[src/rtl/timer_sched_ctrl.sv]
`timescale 1ns/1ps
`default_nettype none
// +--------------------------------------------------------------------------+
// | Module  : timer_sched_ctrl                                                |
// | Brief   : Programs the system timer for a periodic tick, acknowledges     |
// |           each tick, dispatches tasks round-robin and shares the timer    |
// |           register port with the CPU. Define TSC_CPU_ARB_EN to enable the |
// |           CPU pass-through and arbitration.                               |
// | Revision: 1.0 - initial release                                           |
// +--------------------------------------------------------------------------+
module timer_sched_ctrl #(
    parameter int          NUM_TASKS   = 4,
    parameter logic [15:0] TICK_PERIOD = 16'd1000,
    parameter logic [7:0]  PRESCALE    = 8'd99
) (
    input  logic                         clk,
    input  logic                         rst_n,
    input  logic                         start,
    input  logic                         stop,
    input  logic [NUM_TASKS-1:0]         task_mask,
    input  logic                         cpu_req,
    input  logic                         cpu_write,
    input  logic                         cpu_read,
    input  logic [2:0]                   cpu_addr,
    input  logic [7:0]                   cpu_wdata,
    output logic                         cpu_gnt,
    output logic [7:0]                   cpu_rdata,
    output logic                         tmr_cs,
    output logic                         tmr_write,
    output logic                         tmr_read,
    output logic [2:0]                   tmr_addr,
    output logic [7:0]                   tmr_wdata,
    input  logic [7:0]                   tmr_rdata,
    input  logic                         tmr_irq,
    output logic [$clog2(NUM_TASKS)-1:0] task_id,
    output logic                         preempt,
    output logic [31:0]                  tick_count,
    output logic                         busy
);

    localparam int c_TW = $clog2(NUM_TASKS);

    localparam logic [3:0] c_IDLE  = 4'd0;
    localparam logic [3:0] c_I_RST = 4'd1;
    localparam logic [3:0] c_I_PRE = 4'd2;
    localparam logic [3:0] c_I_CL  = 4'd3;
    localparam logic [3:0] c_I_CH  = 4'd4;
    localparam logic [3:0] c_I_GO  = 4'd5;
    localparam logic [3:0] c_RUN   = 4'd6;
    localparam logic [3:0] c_ACK   = 4'd7;
    localparam logic [3:0] c_SCHED = 4'd8;
    localparam logic [3:0] c_HALT  = 4'd9;

    localparam logic [2:0] c_ADDR_CTRL   = 3'd0;
    localparam logic [2:0] c_ADDR_STATUS = 3'd1;
    localparam logic [2:0] c_ADDR_COMP_L = 3'd4;
    localparam logic [2:0] c_ADDR_COMP_H = 3'd5;
    localparam logic [2:0] c_ADDR_PRESC  = 3'd6;

    logic [3:0]      r_state;
    logic [3:0]      w_next_state;
    logic            r_stop_pend;
    logic            w_stop_latch;
    logic [c_TW-1:0] r_task_id;
    logic            r_preempt;
    logic [31:0]     r_tick_count;

    logic            w_seq_wr;
    logic [2:0]      w_seq_addr;
    logic [7:0]      w_seq_data;
    logic            w_cpu_gnt;

    logic            w_found;
    logic [c_TW-1:0] w_next_task;
    logic [c_TW:0]   w_cand;

    // A stop seen mid-sequence is remembered until the controller would otherwise return to RUN.
    always_comb begin
        w_next_state = r_state;
        case (r_state)
            c_IDLE:  if (start) w_next_state = c_I_RST;
            c_I_RST: w_next_state = c_I_PRE;
            c_I_PRE: w_next_state = c_I_CL;
            c_I_CL:  w_next_state = c_I_CH;
            c_I_CH:  w_next_state = c_I_GO;
            c_I_GO:  w_next_state = (r_stop_pend || stop) ? c_HALT : c_RUN;
            c_RUN: begin
                if (tmr_irq)
                    w_next_state = c_ACK;
                else if (stop)
                    w_next_state = c_HALT;
            end
            c_ACK:   w_next_state = c_SCHED;
            c_SCHED: w_next_state = (r_stop_pend || stop) ? c_HALT : c_RUN;
            c_HALT:  w_next_state = c_IDLE;
            default: w_next_state = c_IDLE;
        endcase
    end

    assign w_stop_latch = stop && (r_state != c_IDLE) && (r_state != c_HALT);

    always_comb begin
        w_seq_wr   = 1'b0;
        w_seq_addr = 3'd0;
        w_seq_data = 8'd0;
        case (r_state)
            c_I_RST: begin w_seq_wr = 1'b1; w_seq_addr = c_ADDR_CTRL;   w_seq_data = 8'h08; end
            c_I_PRE: begin w_seq_wr = 1'b1; w_seq_addr = c_ADDR_PRESC;  w_seq_data = PRESCALE; end
            c_I_CL:  begin w_seq_wr = 1'b1; w_seq_addr = c_ADDR_COMP_L; w_seq_data = TICK_PERIOD[7:0]; end
            c_I_CH:  begin w_seq_wr = 1'b1; w_seq_addr = c_ADDR_COMP_H; w_seq_data = TICK_PERIOD[15:8]; end
            c_I_GO:  begin w_seq_wr = 1'b1; w_seq_addr = c_ADDR_CTRL;   w_seq_data = 8'h07; end
            c_ACK:   begin w_seq_wr = 1'b1; w_seq_addr = c_ADDR_STATUS; w_seq_data = 8'h01; end
            c_HALT:  begin w_seq_wr = 1'b1; w_seq_addr = c_ADDR_CTRL;   w_seq_data = 8'h00; end
            default: begin w_seq_wr = 1'b0; end
        endcase
    end

    // Circular search starting one above the current task; wraps back onto itself last.
    always_comb begin
        w_found     = 1'b0;
        w_next_task = r_task_id;
        w_cand      = '0;
        for (int k = 1; k <= NUM_TASKS; k++) begin
            w_cand = {1'b0, r_task_id} + (c_TW+1)'(k);
            if (w_cand >= (c_TW+1)'(NUM_TASKS))
                w_cand = w_cand - (c_TW+1)'(NUM_TASKS);
            if (!w_found && task_mask[w_cand[c_TW-1:0]]) begin
                w_found     = 1'b1;
                w_next_task = w_cand[c_TW-1:0];
            end
        end
    end

    always_ff @(posedge clk or negedge rst_n) begin
        if (!rst_n) begin
            r_state      <= c_IDLE;
            r_stop_pend  <= 1'b0;
            r_task_id    <= '0;
            r_preempt    <= 1'b0;
            r_tick_count <= 32'd0;
        end else begin
            r_state <= w_next_state;

            if (w_next_state == c_HALT)
                r_stop_pend <= 1'b0;
            else if (w_stop_latch)
                r_stop_pend <= 1'b1;

            if (r_state == c_ACK)
                r_tick_count <= r_tick_count + 32'd1;

            r_preempt <= 1'b0;
            if (r_state == c_SCHED && w_found) begin
                r_task_id <= w_next_task;
                r_preempt <= 1'b1;
            end
        end
    end

    assign task_id    = r_task_id;
    assign preempt    = r_preempt;
    assign tick_count = r_tick_count;
    assign busy       = (r_state != c_IDLE) && (r_state != c_RUN);

`ifdef TSC_CPU_ARB_EN
    // The CPU only gets the port while the sequencer is quiet and no tick is about to be serviced.
    assign w_cpu_gnt = cpu_req && ((r_state == c_IDLE) || ((r_state == c_RUN) && !tmr_irq));
    assign cpu_rdata = (w_cpu_gnt && cpu_read) ? tmr_rdata : 8'd0;
`else
    logic w_unused_cpu;
    assign w_cpu_gnt    = 1'b0;
    assign cpu_rdata    = 8'd0;
    assign w_unused_cpu = ^{cpu_req, cpu_write, cpu_read, cpu_addr, cpu_wdata, tmr_rdata};
`endif
    assign cpu_gnt = w_cpu_gnt;

    always_comb begin
        tmr_cs    = 1'b0;
        tmr_write = 1'b0;
        tmr_read  = 1'b0;
        tmr_addr  = 3'd0;
        tmr_wdata = 8'd0;
        if (w_seq_wr) begin
            tmr_cs    = 1'b1;
            tmr_write = 1'b1;
            tmr_addr  = w_seq_addr;
            tmr_wdata = w_seq_data;
        end
`ifdef TSC_CPU_ARB_EN
        else if (w_cpu_gnt) begin
            tmr_cs    = 1'b1;
            tmr_write = cpu_write;
            tmr_read  = cpu_read;
            tmr_addr  = cpu_addr;
            tmr_wdata = cpu_wdata;
        end
`endif
    end

endmodule
`default_nettype wire

[config.mk]
export PLATFORM = sky130hd
export DESIGN_NAME = timer_sched_ctrl
export DESIGN_NICKNAME = d
export VERILOG_FILES = /design/src/rtl/timer_sched_ctrl.sv
export SDC_FILE = /design/constraint.sdc
export NUM_CORES = 1
export LEC_CHECK = 0
export CORE_ASPECT_RATIO = 1.2
export CORE_MARGIN = 8
export CORE_UTILIZATION = 35
export DETAILED_ROUTE_END_ITERATION = 8
export MAX_ROUTING_LAYER = met4
export PLACE_DENSITY = 0.71
export SLEW_MARGIN = 40
export SYNTH_ARGS = -nofsm -noshare
export SYNTH_HDL_FRONTEND = slang
export SYNTH_SLANG_ARGS = --single-unit
export TNS_END_PERCENT = 10
[constraint.sdc]
create_clock -name clk -period 2.2 [get_ports clk]
set_input_delay 0.22 -clock clk [delete_from_list [all_inputs] [get_ports clk]]
set_output_delay 0.22 -clock clk [all_outputs]
set_load 0.01 [all_outputs]
==> metrics.cfg, run 1 <==
[run_status]
status = finished, final reports clean

[floorplanning]
die_area_sq_um = 9260
core-area_sq_um = 6330
rows = 32
io_pins = 90
die_h_um = 104
die_w_um = 89.2
initial_core_util_pct = 35.5

[placed_design]
routabilityCongestion = 0.820
dp.cells = 373
io_buffer_count = 56
place_area_sq_um = 2870
dpl.hpwl_mm = 4.08

[sta]
finalCritPeriodShare_pct = 90.9
setup_violations = 0
relSlewSlack_pct = 66.5
finalCriticalPeriod_ns = 2.00
final-hold-violation-count = 0
slew_violations = 0
tightestPinTransition_ns = 0.503
tns_ns = 0
maxClockFrequency_mhz = 500
rsz0062_at_grt = no
skew_ns = 0.00885

[grt]
grt_pass1_vias = 1963
gr-total-overflow = 0
grt_usage_pct = 12.5
grt_pass1_wl_mm = 9.15
grt_antenna_before_repair = 0
grt_max_degree = 41

[finish]
fin_nets = 330
final_cells = 384
num_antenna_cells = 0
design_area_sq_um = 3010
drive_gt1_share_pct = 8.70
areaGrowthSynthToFinish_pct = 33.9

[clock_tree]
clock_path_buffers = 2
clock_sinks = 40
htreeDepth = 2
numCtsBuffers = 5
cts_tree = yes
clockRootBuffer = clkbuf_8
clk_pin_slew_worst_paths_ns = 0.08
clk_latency_ns = 0.29

[drt]
final_antenna_net_count = 0
drt_wl_total_mm = 5.43
wl_per_cell_um = 14.1
firstDrtPassIters = 4
via_per_inst = 5.02
drt-initial-drc-count = 57
via_count = 1928
route.detailed.drc = 0

[synthesis]
synth_top_cells_by_count = dfrtp_1 (40), nor2_1 (19), xor2_1 (17), xnor2_1 (15)
yosys.cell_count.top_type = dfrtp_1
muxShareOfSynthArea_pct = 0.445
async_flop_share_pct = 100
synth_area_leader_cell = dfrtp_1
synth-edff-count = 0
synth_top_area_share_pct = 44.5
synthCells = 237
synthTopCellsByArea = dfrtp_1 (45%), xor2_1 (6.6%), xnor2_1 (5.8%)
synth_top_family_by_area = simple AND/OR/NAND/NOR gates
synth-compound-area-share_pct = 8.68
synth_ff_type = dfrtp_1
synthXorXnorAreaFrac_pct = 12.5
yosysSeqAreaShare_pct = 44.5
avgSynthCellArea_sq_um = 9.49
synth_cell_types = 46
yosys_warnings = 0
synth_fa_ha_area_share_pct = 0.556
synth-simple-area-share_pct = 25.0
synth_area_sq_um = 2250
ys_ff_latch = 40

[critical_path]
startpoint_type = flop
regToRegSetupSlack_ns = 0.25
crit_end = tmr_addr[0]
slowest_stage = clkdlybuf4s50_1
cp.arrival_ns = 1.78
cp-end-kind = output pin
worstPathMaxFanout = 16
critical_path.startpoint = r_state[0]
critical_path_required_ns = 1.98
worst-setup-path-type = reg -> out
r2r_cells = 5
cp_slowest_stage_delay_ns = 0.55
rr_startpoint = r_state[1]
cp_cell_sequence = buf_4, xnor2_1, and2_1, clkdlybuf4s50_1
r2r-end = tick_count[23]

[power_and_ir_drop]
swShare_pct = 34.4
p_sw_mw = 0.935
seqPwrFrac_pct = 34.7
p_int_mw = 1.78
pwr-share-comb_pct = 43.4
p_leak_nw = 1.36
power_density_nw_per_um2 = 901
p_clk_share_pct = 21.9
peakVddDrop_uv = 672

[run]
maxCapViolCount = 0

[min_path]
hp-class = in -> async

[cell type report]
type                    instances  area [sq um]
well taps                      85           106
multi-input cells             172          1100
inverters                      13          48.8
repair buffers                 66           641
fillers                       617          3310
clock inverters                 2          35.0
flip-flops and latches         40          1000
clock buffers                   6          72.6
[routing by layer]
metal / wire [um] / global-route usage [%] / vias to the layer above / part of all wire, %
met2: 2690 / 19.6 / 69 / 50
met4: 47 / 3.93 / 0 / 0.87
met3: 413 / 3.00 / 6 / 7.6
li1: - / - / 925 / -
met1: 2280 / 15.2 / 928 / 42
met5: 0 / - / - / 0
[worst min-delay path by stage]
stage,start,to,slack (ns),cells past startpoint
after CTS,rst_n,tick_count[31],0.45,2
after global placement,rst_n,tick_count[31],0.40,1
after global routing,rst_n,tick_count[31],0.49,2
after floorplan,rst_n,preempt,-0.08,0
after detailed placement,rst_n,tick_count[31],0.23,1
final,rst_n,tick_count[22],0.44,2
[repair_timing]
action | 4_1_cts | 5_1_grt
pin swaps | 0 | 0
setup buffers | 0 | 2
hold buffers | 1 | 0
setup endpoints to repair | 2 | 3
gates resized for setup | 3 | 5
endpoints found under the hold margin | 40 | 0
[state kept, by name, summed over array words and instances (netlist names)]
signal and count:
r_stop_pend 1, task_id 2, r_state 4, tick_count 32, preempt 1
[logic make-up (layout without fill, tap and decap cells)]
group / after synthesis / count (layout)
AOI/OAI and AO/OA: 29 / 29
DFF: 40 / 40
adders and majority gates: 1 / 1
buffers and inverters: 35 / 87
and+or+nand+nor: 98 / 98
other: 1 / 11
muxes: 1 / 1
xor gates and xnor gates: 32 / 32
[power groups by stage]
stage	combinational [mW]	sequential, mW	clock, mW
final	1.18	0.941	0.594
after global routing	1.31	0.955	0.640
after CTS	1.17	0.947	0.606
after detailed placement	1.18	0.958	0
after global placement	1.18	0.957	0
after floorplan	0.664	0.941	0
[placed cells by master (no fill, tap or decap), drive strengths merged, types with 5 or more instances in the layout]
cell and instances:
nand3 7, buf 10, o21ai 8, clkbuf 6, xor2 17, inv 13, conb 11, nor3 10
nand4 11, clkdlybuf4s50 50, dfrtp 40, nor4 6, xnor2 15, nand2 13, nor2 19, nand2b 5
[worst max-delay path: cells and delay by family, from the launching register on]
family / cells / cell delay, ns
XOR/XNOR: 1 / 0.20
buffers and inverters: 2 / 0.74
AND/OR/NAND/NOR: 1 / 0.16
flip-flops: 1 / 0.39
[through the flow]
step,setup slack (ns),hold WS (ns),power (mW),util (%)
after floorplan,0.438,-0.0756,1.60,-
after CTS,0.00829,0.447,2.72,47.2
after detailed placement,0.193,0.230,2.14,45.4
final,0.200,0.439,2.71,47.6
after global routing,0.0459,0.490,2.91,47.6
after global placement,0.189,0.398,2.13,45.3
Note: power is estimated with default switching activity, not from simulation.
==> run 2: changes to the inputs <==
--- a/config.mk
+++ b/config.mk
@@ -9,6 +9,7 @@
 export CORE_MARGIN = 8
 export CORE_UTILIZATION = 35
 export DETAILED_ROUTE_END_ITERATION = 8
+export HOLD_SLACK_MARGIN = 0.1
 export MAX_ROUTING_LAYER = met4
 export PLACE_DENSITY = 0.71
 export SLEW_MARGIN = 40
==> results of run 2 <==
The final DEF is identical to that of run 1; final timing and power are the same.
==> run 3: changes to the inputs <==
--- a/config.mk
+++ b/config.mk
@@ -9,6 +9,7 @@
 export CORE_MARGIN = 8
 export CORE_UTILIZATION = 35
 export DETAILED_ROUTE_END_ITERATION = 8
+export GPL_TIMING_DRIVEN = 0
 export HOLD_SLACK_MARGIN = 0.1
 export MAX_ROUTING_LAYER = met4
 export PLACE_DENSITY = 0.71
@@ -16,4 +17,4 @@
 export SYNTH_ARGS = -nofsm -noshare
 export SYNTH_HDL_FRONTEND = slang
 export SYNTH_SLANG_ARGS = --single-unit
-export TNS_END_PERCENT = 10
+export TNS_END_PERCENT = 100
==> metrics.cfg, run 3 (synthesized netlist as in run 1, its figures left out) <==
[drt]
drt_wl_total_mm = 5.39  ; -0.81%
via_count = 1929  ; +0.052%
wl_per_cell_um = 13.6  ; -4.1%
firstDrtPassIters = 4  ; unchanged
via_per_inst = 4.86  ; -3.2%
drt-initial-drc-count = 76  ; +33%
route.detailed.drc = 0  ; unchanged
final_antenna_net_count = 0  ; unchanged

[finish]
areaGrowthSynthToFinish_pct = 37.3
fin_nets = 343  ; +3.9%
multiInputGateArea_sq_um = 1120  ; +1.6%
num_antenna_cells = 0  ; unchanged
fin_util_pct = 48.8  ; +1.2 points
mostFrequentLayoutCells = clkdlybuf4s50_1 (50), dfrtp_1 (39), nor2_1 (18)
register_area_sq_um = 1000  ; -0.12%
design_area_sq_um = 3090  ; +2.5%
largest_register_ffs = 32  ; unchanged
drive_gt1_share_pct = 12.2  ; +3.5 points
final_common_cell = clkdlybuf4s50_1
fillers = 635  ; +2.9%

[clock_tree]
clock_sinks = 40  ; unchanged
clk_latency_ns = 0.29  ; about the same
htreeDepth = 2  ; unchanged
clk_pin_slew_worst_paths_ns = 0.08  ; about the same
clock_path_buffers = 2  ; unchanged
numCtsBuffers = 5  ; unchanged
cts_tree = yes
clockRootBuffer = clkbuf_8

[power_and_ir_drop]
p_leak_nw = 1.41  ; +3.9%
peakVddDrop_uv = 854  ; +27%
power_density_nw_per_um2 = 865  ; -4.0%

[placed_design]
io_buffer_count = 56  ; unchanged
place_area_sq_um = 2950  ; +2.8%
place_ws_ns = 0.137  ; -0.0560 ns
dpl.hpwl_mm = 4.02  ; -1.5%
routabilityCongestion = 0.854  ; +4.2%

[sta]
tightestPinTransition_ns = 0.626  ; +0.123 ns
setup_violations = 0  ; unchanged
slew_violations = 0  ; unchanged
skew_ns = 0.00505  ; -0.00380 ns
finalCriticalPeriod_ns = 2.07  ; +0.0649 ns
tns_ns = 0  ; unchanged
maxClockFrequency_mhz = 484  ; -3.1%
rsz0062_at_grt = no
relSlewSlack_pct = 57.7  ; -8.8 points
finalCritPeriodShare_pct = 93.9  ; +2.9 points
hold_slack_ns = 0.453  ; +0.0141 ns
final-hold-violation-count = 0  ; unchanged
setup_slack_ns = 0.135  ; -0.0649 ns

[min_path]
hp-class = in -> async

[grt]
grt_pass1_wl_mm = 8.91  ; -2.6%
gr-total-overflow = 0  ; unchanged
grt_antenna_before_repair = 0  ; unchanged
grt_max_degree = 41  ; unchanged
grt_usage_pct = 12.2  ; -0.28 points
grt_pass1_vias = 1893  ; -3.6%

[critical_path]
startpoint_type = flop
cp_slowest_stage_delay_ns = 0.54  ; about the same
cp.arrival_ns = 1.85  ; +0.07 ns
cp_cell_sequence = buf_2, xnor2_1, and2_1, clkdlybuf4s50_1
slowest_stage = clkdlybuf4s50_1
rr_startpoint = r_state[3]
worstPathMaxFanout = 10  ; -6
r2r_cells = 5  ; unchanged
worst-setup-path-type = reg -> out
r2r-end = tick_count[31]
cp-end-kind = output pin
critical_path_required_ns = 1.98  ; about the same
regToRegSetupSlack_ns = 0.22  ; -0.03 ns

[floorplanning]
die_w_um = 89.2  ; unchanged
rows = 32  ; unchanged
initial_core_util_pct = 35.5  ; unchanged
die_h_um = 104  ; unchanged
die_area_sq_um = 9260  ; unchanged
io_pins = 90  ; unchanged
core-area_sq_um = 6330  ; unchanged

[run]
maxCapViolCount = 0  ; unchanged

[run_status]
status = finished, final reports clean

-- run 3: cell types whose count changed in the layout (fill, tap and decap cells not counted), sizes merged --
cell | before | now
buf | 10 | 18
clkbuf | 6 | 11
bufinv | 1 | 0
clkinv | 1 | 2
-- run 3: layer usage --
| layer | up-vias | share of wire, % | track usage (%) |
|---|---|---|---|
| li1 | 955 | - | - |
| met1 | 909 | 44 | 14.8 |
| met2 | 59 | 48 | 18.9 |
| met3 | 6 | 6.9 | 3.24 |
| met4 | 0 | 1.2 | 3.93 |
| met5 | - | 0 | - |
-- run 3: worst max-delay path, delay by kind of cell, from the launching register on --
kind,cells,cell delay (ns)
XOR/XNOR,1,0.20
buffers and inverters,2,0.74
flip-flops,1,0.46
AND/OR/NAND/NOR,1,0.15
-- run 3: how the worst max path moves through the flow --
stage | from | to | slack, ns | cells after the start
floorplan | r_state[3] | tick_count[29] | 0.44 | 5
global route | r_state[0] | tmr_addr[0] | 0.02 | 4
finish | r_state[0] | tmr_addr[0] | 0.13 | 4
CTS | r_state[2] | tmr_wdata[1] | 0.005 | 5
detailed placement | r_state[0] | tmr_write | 0.14 | 5
global placement | rst_n | r_stop_pend | -0.11 | 1
-- run 3: power breakdown --
part	switching, mW	leakage, nW	internal, mW	total (mW)
Combinational	0.595	0.818	0.642	1.24
Sequential	0.111	0.542	0.824	0.935
Clock	0.249	0.0510	0.250	0.500
Total	0.955	1.41	1.72	2.67
-- run 3: final cells by class --
cell class                      instances  share of cell area, %
Inverter                               13                   1.58
Clock inverter                          2                  0.324
Tap cell                               85                   3.44
Sequential cell                        40                   32.5
Multi-Input combinational cell        172                   36.3
Timing Repair Buffer                   57                   18.6
Clock buffer                            6                   2.67
Buffer                                 22                   4.62
-- run 3: what timing repair did --
item / CTS / global route
hold buffers: 1 / 0
endpoints found under the setup margin: 8 / 5
endpoints found under the hold margin: 40 / 0
gates resized for setup: 9 / 9
setup buffers: 0 / 0
-- run 3: stage by stage --
stage                     total power, mW  cells
after CTS                            2.71    397
final                                2.67    397
after global placement               2.15    388
after detailed placement             2.16    388
after floorplan                      1.60    247
after global routing                 2.87    397
